==> src/rtl/mem_arb2_if.sv <==
`default_nettype none
// ============================================================================
// Module   : mem_arb2_if
// Purpose  : Two-requester access bus plus single-port memory bus for mem_arb2.
// Revision : 1.0
// ============================================================================
interface mem_arb2_if #(
  parameter int ADDR_W = 8,
  parameter int DATA_W = 16
);
  logic              req0;
  logic              req1;
  logic              we0;
  logic              we1;
  logic [ADDR_W-1:0] addr0;
  logic [ADDR_W-1:0] addr1;
  logic [DATA_W-1:0] wdata0;
  logic [DATA_W-1:0] wdata1;
  logic              gnt0;
  logic              gnt1;
  logic              done0;
  logic              done1;
  logic              err;
  logic [DATA_W-1:0] rdata;
  logic              mem_cs;
  logic              mem_we;
  logic [ADDR_W-1:0] mem_addr;
  logic [DATA_W-1:0] mem_wdata;
  logic [DATA_W-1:0] mem_rdata;
  logic              mem_ack;
  logic [7:0]        conflicts;

  // Arbiter side
  modport slave (
    input  req0, req1, we0, we1, addr0, addr1, wdata0, wdata1, mem_rdata, mem_ack,
    output gnt0, gnt1, done0, done1, err, rdata, mem_cs, mem_we, mem_addr, mem_wdata,
    output conflicts
  );

  // Requesters and memory side
  modport master (
    output req0, req1, we0, we1, addr0, addr1, wdata0, wdata1, mem_rdata, mem_ack,
    input  gnt0, gnt1, done0, done1, err, rdata, mem_cs, mem_we, mem_addr, mem_wdata,
    input  conflicts
  );
endinterface
`default_nettype wire

==> src/rtl/mem_arb2.sv <==
`default_nettype none
// ============================================================================
// Module   : mem_arb2
// Purpose  : Round-robin two-requester memory arbiter with ack timeout.
// Revision : 1.0
// ============================================================================
module mem_arb2 #(
  parameter int ADDR_W = 8,
  parameter int DATA_W = 16,
  parameter int TMO    = 15
) (
  input  logic       clk,
  input  logic       rst_n,
  mem_arb2_if.slave  bus
);

  typedef enum logic [1:0] {
    S_IDLE = 2'd0,
    S_ACC  = 2'd1,
    S_DONE = 2'd2
  } state_t;

  localparam logic [7:0] c_TMO = 8'(TMO);

  state_t            r_state,     w_state_nxt;
  logic              r_last,      w_last_nxt;
  logic              r_win,       w_win_nxt;
  logic              r_cmd_we,    w_cmd_we_nxt;
  logic [ADDR_W-1:0] r_cmd_addr,  w_cmd_addr_nxt;
  logic [DATA_W-1:0] r_cmd_wdata, w_cmd_wdata_nxt;
  logic [7:0]        r_cnt,       w_cnt_nxt;
  logic [DATA_W-1:0] r_rdata,     w_rdata_nxt;
  logic [7:0]        r_conflicts, w_conflicts_nxt;
  logic              r_gnt0,      w_gnt0_nxt;
  logic              r_gnt1,      w_gnt1_nxt;
  logic              r_done0,     w_done0_nxt;
  logic              r_done1,     w_done1_nxt;
  logic              r_err,       w_err_nxt;
  logic              r_mem_cs,    w_mem_cs_nxt;
  logic              r_mem_we,    w_mem_we_nxt;
  logic [ADDR_W-1:0] r_mem_addr,  w_mem_addr_nxt;
  logic [DATA_W-1:0] r_mem_wdata, w_mem_wdata_nxt;

  logic              w_pick;
  logic              w_both;
  logic [7:0]        w_cnt_inc;
  logic              w_pick_we;
  logic [ADDR_W-1:0] w_pick_addr;
  logic [DATA_W-1:0] w_pick_wdata;

  // On a tie the requester that did not win last time goes next
  assign w_both       = bus.req0 & bus.req1;
  assign w_pick       = w_both ? ~r_last : bus.req1;
  assign w_pick_we    = w_pick ? bus.we1    : bus.we0;
  assign w_pick_addr  = w_pick ? bus.addr1  : bus.addr0;
  assign w_pick_wdata = w_pick ? bus.wdata1 : bus.wdata0;
  assign w_cnt_inc    = r_cnt + 8'd1;

  always_ff @(posedge clk or negedge rst_n) begin
    if (!rst_n) begin
      r_state     <= S_IDLE;
      r_last      <= 1'b1;
      r_win       <= 1'b0;
      r_cmd_we    <= 1'b0;
      r_cmd_addr  <= '0;
      r_cmd_wdata <= '0;
      r_cnt       <= 8'd0;
      r_rdata     <= '0;
      r_conflicts <= 8'd0;
      r_gnt0      <= 1'b0;
      r_gnt1      <= 1'b0;
      r_done0     <= 1'b0;
      r_done1     <= 1'b0;
      r_err       <= 1'b0;
      r_mem_cs    <= 1'b0;
      r_mem_we    <= 1'b0;
      r_mem_addr  <= '0;
      r_mem_wdata <= '0;
    end else begin
      r_state     <= w_state_nxt;
      r_last      <= w_last_nxt;
      r_win       <= w_win_nxt;
      r_cmd_we    <= w_cmd_we_nxt;
      r_cmd_addr  <= w_cmd_addr_nxt;
      r_cmd_wdata <= w_cmd_wdata_nxt;
      r_cnt       <= w_cnt_nxt;
      r_rdata     <= w_rdata_nxt;
      r_conflicts <= w_conflicts_nxt;
      r_gnt0      <= w_gnt0_nxt;
      r_gnt1      <= w_gnt1_nxt;
      r_done0     <= w_done0_nxt;
      r_done1     <= w_done1_nxt;
      r_err       <= w_err_nxt;
      r_mem_cs    <= w_mem_cs_nxt;
      r_mem_we    <= w_mem_we_nxt;
      r_mem_addr  <= w_mem_addr_nxt;
      r_mem_wdata <= w_mem_wdata_nxt;
    end
  end

  always_comb begin
    w_state_nxt     = r_state;
    w_last_nxt      = r_last;
    w_win_nxt       = r_win;
    w_cmd_we_nxt    = r_cmd_we;
    w_cmd_addr_nxt  = r_cmd_addr;
    w_cmd_wdata_nxt = r_cmd_wdata;
    w_cnt_nxt       = r_cnt;
    w_rdata_nxt     = r_rdata;
    w_conflicts_nxt = r_conflicts;
    w_gnt0_nxt      = 1'b0;
    w_gnt1_nxt      = 1'b0;
    w_done0_nxt     = 1'b0;
    w_done1_nxt     = 1'b0;
    w_err_nxt       = 1'b0;
    w_mem_cs_nxt    = r_mem_cs;
    w_mem_we_nxt    = r_mem_we;
    w_mem_addr_nxt  = r_mem_addr;
    w_mem_wdata_nxt = r_mem_wdata;

    case (r_state)
      S_IDLE: begin
        if (bus.req0 | bus.req1) begin
          w_state_nxt     = S_ACC;
          w_last_nxt      = w_pick;
          w_win_nxt       = w_pick;
          w_cmd_we_nxt    = w_pick_we;
          w_cmd_addr_nxt  = w_pick_addr;
          w_cmd_wdata_nxt = w_pick_wdata;
          w_cnt_nxt       = 8'd0;
          w_gnt0_nxt      = ~w_pick;
          w_gnt1_nxt      = w_pick;
          w_mem_cs_nxt    = 1'b1;
          w_mem_we_nxt    = w_pick_we;
          w_mem_addr_nxt  = w_pick_addr;
          w_mem_wdata_nxt = w_pick_wdata;
          if (w_both && (r_conflicts != 8'hFF)) begin
            w_conflicts_nxt = r_conflicts + 8'd1;
          end
        end
      end

      S_ACC: begin
        // r_cnt == 0 marks the grant cycle, where ack is not yet meaningful
        if (bus.mem_ack && (r_cnt != 8'd0)) begin
          w_state_nxt     = S_DONE;
          w_done0_nxt     = ~r_win;
          w_done1_nxt     = r_win;
          w_mem_cs_nxt    = 1'b0;
          w_mem_we_nxt    = 1'b0;
          w_mem_addr_nxt  = '0;
          w_mem_wdata_nxt = '0;
          if (!r_cmd_we) begin
            w_rdata_nxt = bus.mem_rdata;
          end
        end else if (w_cnt_inc == c_TMO) begin
          w_state_nxt     = S_DONE;
          w_done0_nxt     = ~r_win;
          w_done1_nxt     = r_win;
          w_err_nxt       = 1'b1;
          w_mem_cs_nxt    = 1'b0;
          w_mem_we_nxt    = 1'b0;
          w_mem_addr_nxt  = '0;
          w_mem_wdata_nxt = '0;
        end else begin
          w_cnt_nxt = w_cnt_inc;
        end
      end

      S_DONE: begin
        w_state_nxt = S_IDLE;
      end

      default: begin
        w_state_nxt     = S_IDLE;
        w_mem_cs_nxt    = 1'b0;
        w_mem_we_nxt    = 1'b0;
        w_mem_addr_nxt  = '0;
        w_mem_wdata_nxt = '0;
      end
    endcase
  end

  assign bus.gnt0      = r_gnt0;
  assign bus.gnt1      = r_gnt1;
  assign bus.done0     = r_done0;
  assign bus.done1     = r_done1;
  assign bus.err       = r_err;
  assign bus.rdata     = r_rdata;
  assign bus.mem_cs    = r_mem_cs;
  assign bus.mem_we    = r_mem_we;
  assign bus.mem_addr  = r_mem_addr;
  assign bus.mem_wdata = r_mem_wdata;
  assign bus.conflicts = r_conflicts;

endmodule
`default_nettype wire
==> src/flat_wrapper.sv <==
// flat-port wrapper written by rule: the top's interface ports become plain ports
module mem_arb2_flat 
#(
  parameter int ADDR_W = 8,
  parameter int DATA_W = 16,
  parameter int TMO    = 15
)
  (clk, rst_n, bus_req0, bus_req1, bus_we0, bus_we1, bus_addr0, bus_addr1, bus_wdata0, bus_wdata1, bus_mem_rdata, bus_mem_ack, bus_gnt0, bus_gnt1, bus_done0, bus_done1, bus_err, bus_rdata, bus_mem_cs, bus_mem_we, bus_mem_addr, bus_mem_wdata, bus_conflicts);
  mem_arb2_if #(.ADDR_W(ADDR_W), .DATA_W(DATA_W)) bus_i ();
  input  logic clk;
  input  logic rst_n;
  input wire logic [$bits(bus_i.req0)-1:0] bus_req0;
  input wire logic [$bits(bus_i.req1)-1:0] bus_req1;
  input wire logic [$bits(bus_i.we0)-1:0] bus_we0;
  input wire logic [$bits(bus_i.we1)-1:0] bus_we1;
  input wire logic [$bits(bus_i.addr0)-1:0] bus_addr0;
  input wire logic [$bits(bus_i.addr1)-1:0] bus_addr1;
  input wire logic [$bits(bus_i.wdata0)-1:0] bus_wdata0;
  input wire logic [$bits(bus_i.wdata1)-1:0] bus_wdata1;
  input wire logic [$bits(bus_i.mem_rdata)-1:0] bus_mem_rdata;
  input wire logic [$bits(bus_i.mem_ack)-1:0] bus_mem_ack;
  output wire logic [$bits(bus_i.gnt0)-1:0] bus_gnt0;
  output wire logic [$bits(bus_i.gnt1)-1:0] bus_gnt1;
  output wire logic [$bits(bus_i.done0)-1:0] bus_done0;
  output wire logic [$bits(bus_i.done1)-1:0] bus_done1;
  output wire logic [$bits(bus_i.err)-1:0] bus_err;
  output wire logic [$bits(bus_i.rdata)-1:0] bus_rdata;
  output wire logic [$bits(bus_i.mem_cs)-1:0] bus_mem_cs;
  output wire logic [$bits(bus_i.mem_we)-1:0] bus_mem_we;
  output wire logic [$bits(bus_i.mem_addr)-1:0] bus_mem_addr;
  output wire logic [$bits(bus_i.mem_wdata)-1:0] bus_mem_wdata;
  output wire logic [$bits(bus_i.conflicts)-1:0] bus_conflicts;
  assign bus_i.req0 = bus_req0;
  assign bus_i.req1 = bus_req1;
  assign bus_i.we0 = bus_we0;
  assign bus_i.we1 = bus_we1;
  assign bus_i.addr0 = bus_addr0;
  assign bus_i.addr1 = bus_addr1;
  assign bus_i.wdata0 = bus_wdata0;
  assign bus_i.wdata1 = bus_wdata1;
  assign bus_i.mem_rdata = bus_mem_rdata;
  assign bus_i.mem_ack = bus_mem_ack;
  assign bus_gnt0 = bus_i.gnt0;
  assign bus_gnt1 = bus_i.gnt1;
  assign bus_done0 = bus_i.done0;
  assign bus_done1 = bus_i.done1;
  assign bus_err = bus_i.err;
  assign bus_rdata = bus_i.rdata;
  assign bus_mem_cs = bus_i.mem_cs;
  assign bus_mem_we = bus_i.mem_we;
  assign bus_mem_addr = bus_i.mem_addr;
  assign bus_mem_wdata = bus_i.mem_wdata;
  assign bus_conflicts = bus_i.conflicts;
  mem_arb2 #(.ADDR_W(ADDR_W), .DATA_W(DATA_W), .TMO(TMO)) u_core (.clk(clk), .rst_n(rst_n), .bus(bus_i));
endmodule
==> config.mk <==
export PLATFORM = sky130hd
export DESIGN_NAME = mem_arb2_flat
export DESIGN_NICKNAME = d
export VERILOG_FILES = /design/src/rtl/mem_arb2_if.sv /design/src/rtl/mem_arb2.sv /design/src/flat_wrapper.sv
export SDC_FILE = /design/constraint.sdc
export NUM_CORES = 1
export LEC_CHECK = 0
export BUFFER_PORTS_ARGS = -buffer_cell sky130_fd_sc_hd__buf_2
export CORE_ASPECT_RATIO = 0.6
export CORE_MARGIN = 1
export CORE_UTILIZATION = 52
export CTS_CLUSTER_DIAMETER = 60
export DETAILED_ROUTE_END_ITERATION = 8
export HOLD_SLACK_MARGIN = 0.02
export PLACE_DENSITY = 0.85
export SETUP_SLACK_MARGIN = 0.4
export SLEW_MARGIN = 20
export SYNTH_ARGS = -nofsm -noshare
export SYNTH_HDL_FRONTEND = slang
export SYNTH_SLANG_ARGS = --single-unit
==> constraint.sdc <==
create_clock -name clk -period 3.6 [get_ports clk]
set_input_delay 0 -clock clk [delete_from_list [all_inputs] [get_ports clk]]
set_output_delay 0 -clock clk [all_outputs]
set_load 0.02 [all_outputs]
* Word level (Yosys, flattened, before mapping) *
Index checks and enable logic that the tools add are counted.

word-level totals
  register bits after elaboration = 68
  input port bits = 71
  output and inout bits = 55

operators by class
  $add $sub $neg = 2
  equal/unequal tests = 8
  multiplexer cells = 39
  bitwise operators = 7
  reductions and logical operators = 11

operator list
  operator                                                number
  two-way mux 16 bit                                      4
  two-way mux 8 bit                                       7
  case mux 16 bit (3 select lines)                        1
  case mux 8 bit (3 select lines)                         1
  two-way mux 1 bit                                       19
  adder 8 x 1 -> 8 bit (second input constant)            2
  case mux 8 bit (2 select lines)                         1
  AND reduction 3 bit                                     3
  equality test 8 x 4 -> 1 bit (second input constant)    1
  inequality test 8 bit (second input constant)           1
  nonzero test 8 bit                                      1
  two-way mux 2 bit                                       3
  case mux 1 bit (3 select lines)                         2
  inverter 1 bit                                          5
  inequality test 2 bit (second input constant)           2
  case mux 2 bit (2 select lines)                         1
  AND reduction 2 bit                                     2
  AND reduction 4 bit                                     1
  inequality test 3 x 1 -> 1 bit (second input constant)  1
  equality test 2 x 1 -> 1 bit (second input constant)    1
  equality test 2 bit (second input constant)             1
  logical AND 1 bit                                       2
  zero test 2 bit                                         1
  inequality test 2 x 1 -> 1 bit (second input constant)  1
  other kinds (3)                                         3

* Depth between registers and ports, before layout *
  depth in word-level cells = 5
  mapped depth = 8
  depth with buffers taken out = 7

* Worst setup path before layout *
No wires, ideal clock.

  path kind = register to register
  start = register u_core.r_cnt[0]
  end = register u_core.r_rdata[10] (netlist: u_core.bus.rdata[10])
  data arrival time = 1,770 ps
  setup slack = 1,705 ps
  stages on the path, launching flop included = 8
  clock period less this slack = 1,895 ps
  cell sequence = dfrtp_1 inv_1 ha_1 a31o_2 or3_1 buf_6 buf_12 mux2_4

between the ends
  longest elaborated chain between the ends = 3

ends and longest elaborated chain
  what                           RTL line         source
  start, declared                mem_arb2.sv:31   logic [7:0] r_cnt, w_cnt_nxt;
  start signal, assigned         mem_arb2.sv:86   r_cnt <= w_cnt_nxt;
  nonzero test 8 bit             mem_arb2.sv:145  if (bus.mem_ack && (r_cnt != 8'd0)) begin
  logical AND 1 bit              mem_arb2.sv:145
  AND reduction 3 bit (no line)  n/a
  end signal, assigned           mem_arb2.sv:87   r_rdata <= w_rdata_nxt;
  end, declared                  mem_arb2.sv:32   logic [DATA_W-1:0] r_rdata, w_rdata_nxt;

No other way between the ends.
A chain may end at the register's enable or synchronous reset.

* Worst setup path in the final report *
  start = register u_core.r_last
  end = register u_core.r_mem_addr[5] (netlist: u_core.bus.mem_addr[5])

between the ends
  longest elaborated chain between the ends = 5

ends and longest elaborated chain
  what                             RTL line         source
  start, declared                  mem_arb2.sv:26   logic r_last, w_last_nxt;
  start signal, assigned           mem_arb2.sv:81   r_last <= w_last_nxt;
  inverter 1 bit                   mem_arb2.sv:53   assign w_pick = w_both ? ~r_last : bus.req1;
  two-way mux 1 bit                mem_arb2.sv:53
  two-way mux 8 bit                mem_arb2.sv:55   assign w_pick_addr = w_pick ? bus.addr1 : bus.addr0;
  two-way mux 8 bit                mem_arb2.sv:123  if (bus.req0 | bus.req1) begin
  case mux 8 bit (3 select lines)  mem_arb2.sv:121  case (r_state)
  end signal, assigned             mem_arb2.sv:96   r_mem_addr <= w_mem_addr_nxt;
  end, declared                    mem_arb2.sv:41   logic [ADDR_W-1:0] r_mem_addr, w_mem_addr_nxt;

No other way between the ends. The select of a mux whose other input is x is not followed.

==> summary.txt <==
Logic synthesis
  – Post-Syn Instances: 238
  – Number of flops mapped to enable cells by yosys: 0
  – Top cells by area, synth: dfrtp_1 54%, mux2i_1 8.4%, o2bb2ai_1 7.1%
  – Yosys top cell area share: 54.2%
  – Unique cell type count in the Yosys netlist: 46
  – Net count after synthesis: 313
  – Seq/Total Area, Yosys: 55.0%
  – YS warnings: 0
  – Top cell type by total area after synthesis: dfrtp_1
  – Asr flop ratio synth: 100%
  – Ys flop type: dfrtp_1
  – Avg Cell Area, Syn: 13.0 µm²
  – Mapped Area: 3100 µm²
  – Yosys reg bits: 68

Cells and area
  – Fin nets: 504
  – Antenna cells: 0
  – Area delta synth->final: 50.2%
  – Layout cell share with drive strength beyond 1: 39.3%
  – Commonest non-fill, non-tap cells in the layout: 125 x buf_2, 67 x dfrtp_1, 65 x dlygate4sd3_1
  – Fillers: 294
  – Commonest non-fill, non-tap cell in the layout: buf_2

Clock tree
  – Reg clk slew, reported paths: 0.08 ns
  – H-tree levels: 3
  – Clock Tree Buf Depth: 2
  – Hold Buf Count CTS: 65
  – # resized after CTS: 0
  – Worst skew pair latency: 0.35 ns
  – CTS buffer count: 9
  – Buffer count from post-CTS setup fixing: 0
  – Clock sink count: 68
  – Root buffer cell: clkbuf_8
  – CTS tree: yes

Place
  – PortBufs: 125
  – Final GP Congestion: 0.873
  – Pre-CTS setup slack: 1.28 ns
  – Hpwl dp: 4800 µm

Detailed routing
  – Vias/cell: 5.64
  – Post-DRT Antenna Nets: 0
  – WL met2: 5350 µm
  – DR DRC count: 0
  – Top layer in use: met4
  – WL met1: 3710 µm
  – Routed wl met3: 732 µm
  – Drt wl/cell: 19.9 µm
  – Final WL: 10200 µm
  – Detailed Routing Iterations Pass 1: 4
  – Via count: 2893
  – DR iter-0 viols: 191

Timing
  – Crit path time final: 2.48 ns
  – RSZ-0062 raised after global routing: no
  – Final setup vio count: 0
  – Setup WS post-layout: 1.12 ns
  – Clock Skew: 0.0132 ns
  – TNS Setup: 0 ns
  – Worst Tran Pin Value: 0.920 ns
  – Headroom to the max-slew limit: 38.6%
  – FMAX: 403 MHz
  – Fin. max-slew vios: 0
  – Final Cycle Share: 68.9%
  – Final Hold Violating Endpoints: 0

Critical path
  – Largest stage delay, worst path: 0.67 ns
  – Slowest cell on the critical path: a21boi_4
  – Reg2Reg Launch Point: u_core.r_last$_DFFE_PN1P_
  – Critical path data arrival time: 2.67 ns
  – Reg-to-reg endpoint: u_core.bus.mem_addr[5]$_DFFE_PN0P_
  – CP Capture Type: register
  – Req. time, crit path: 3.79 ns
  – CP cell instances: a21boi_4 -> buf_4 -> mux2i_1 -> dlygate4sd3_1 -> o2bb2ai_1
  – Worst-path fanout max: 19
  – Reg-to-reg setup timing slack: 1.12 ns
  – Crit path from: u_core.r_last$_DFFE_PN1P_
  – Startpoint types: register
  – Reg2Reg Depth: 5
  – WS Path Type: register to register

Power and ir drop
  – Peak supply drop: 604 µV
  – Pwr/cell area: 776 nW/µm²
  – Static Leak: 0.00236 µW

Global route
  – First-pass GRT wire length: 15100 µm
  – Antenna violations before repair: 0
  – GRT Overall Usage: 33.5%
  – Overflow after GRT: 0
  – Largest net degree at the start of global routing: 55
  – Vias in the first global route: 2962

Floorplanning
  – Core area: 5650 µm²
  – Initial Utilization: 54.8%
  – Die H: 61.8 µm
  – Die ar.: 6280 µm²
  – Row cnt: 21
  – Die width: 102 µm
  – Boundary Pins: 126

Worst hold path
  – Worst Hold Class: input port to asynchronous set/reset pin

Outcome
  – Status: complete, no violations

Job
  – Max Cap Violations: 0
how the worst max path moves through the flow:
stage	to	slack [ns]	cells past startpoint
final	u_core.bus.mem_addr[5]$_DFFE_PN0P_	1.12	5
after global placement	u_core.bus.rdata[5]$_DFFE_PN0P_	1.41	4
after detailed placement	u_core.bus.rdata[1]$_DFFE_PN0P_	1.28	4
after CTS	u_core.bus.mem_wdata[9]$_DFFE_PN0P_	1.23	5
after floorplan	u_core.bus.rdata[10]$_DFFE_PN0P_	1.70	7
after global routing	u_core.bus.mem_addr[5]$_DFFE_PN0P_	0.98	5
cell families after synthesis:
kind of cell	synth area share, %
AO/OA/AOI/OAI	13.1
XOR/XNOR	2.55
adder cells (fa/ha/maj)	1.62
buffers and inverters	3.64
flip-flops	55.0
multiplexers	15.4
AND/OR/NAND/NOR	8.61
sequential cells by signal (all words and copies together) (netlist names), 2 cells and up:
name,count
u_core.r_state,2
u_core.bus.mem_addr,8
u_core.bus.rdata,16
u_core.bus.conflicts,8
u_core.r_cnt,8
u_core.bus.mem_wdata,16
final cells by class:
cell class                      instances  area (µm²)  share of cell area, %
Sequential cell                        68        1700                   36.6
Clock buffer                           12         165                   3.55
Clock inverter                          3        68.8                   1.48
Tap cell                               80         100                   2.15
Multi-Input combinational cell        153        1300                   28.0
Inverter                                5        18.8                  0.404
Timing Repair Buffer                  192        1290                   27.8
per-stage QoR:
stage / hold slack, ns / cells / utilization, % / area, µm² / total power, µW
3_3_place_gp: -0.0888 / 433 / 66.5 / 3760 / 2610
5_1_grt: 0.0984 / 513 / 82.3 / 4650 / 3760
4_1_cts: 0.0564 / 513 / 82.3 / 4650 / 3490
6_report: 0.0790 / 513 / 82.3 / 4650 / 3610
3_5_place_dp: -0.0872 / 433 / 66.6 / 3760 / 2670
2_1_floorplan: -0.296 / 238 / - / 3100 / 2270
cells in the mapped netlist, types with 2 or more instances:
cell type / n
or3_1: 2
ha_1: 4
clkbuf_1: 4
nand4_1: 3
nor2b_1: 2
buf_6: 4
mux2_4: 10
mux2i_1: 26
xnor2_1: 6
dfrtp_1: 67
nor3_1: 2
xor2_1: 3
mux2_2: 6
a221o_1: 2
o21ai_0: 2
and2_1: 3
a21o_1: 5
nand2b_1: 2
nand2_1: 6
o2bb2ai_1: 25
a21oi_1: 2
nor2_1: 12
buf_2: 2
a31oi_1: 2
nor4_1: 2
nand3_1: 10
inv_1: 5
critical path, delay by kind of cell (launching register included):
kind / cells / cell delay (ns)
mux: 1 / 0.24
compound gates: 2 / 0.75
buf+inv: 2 / 0.92
flops: 1 / 0.39
where the power goes:
group | internal (µW) | leakage (µW) | switching, µW | total, µW
combinational | 650 | 0.00137 | 934 | 1580
sequential | 1060 | 0.000868 | 224 | 1280
clock | 445 | 0.000119 | 297 | 742
per-layer routing:
layer,vias up,global-route usage (%)
met2,181,62.8
met3,44,8.61
met1,1415,35.9
met4,0,19.3
li1,1253,-
met5,-,0
Note: power is estimated with default switching activity, not from simulation.
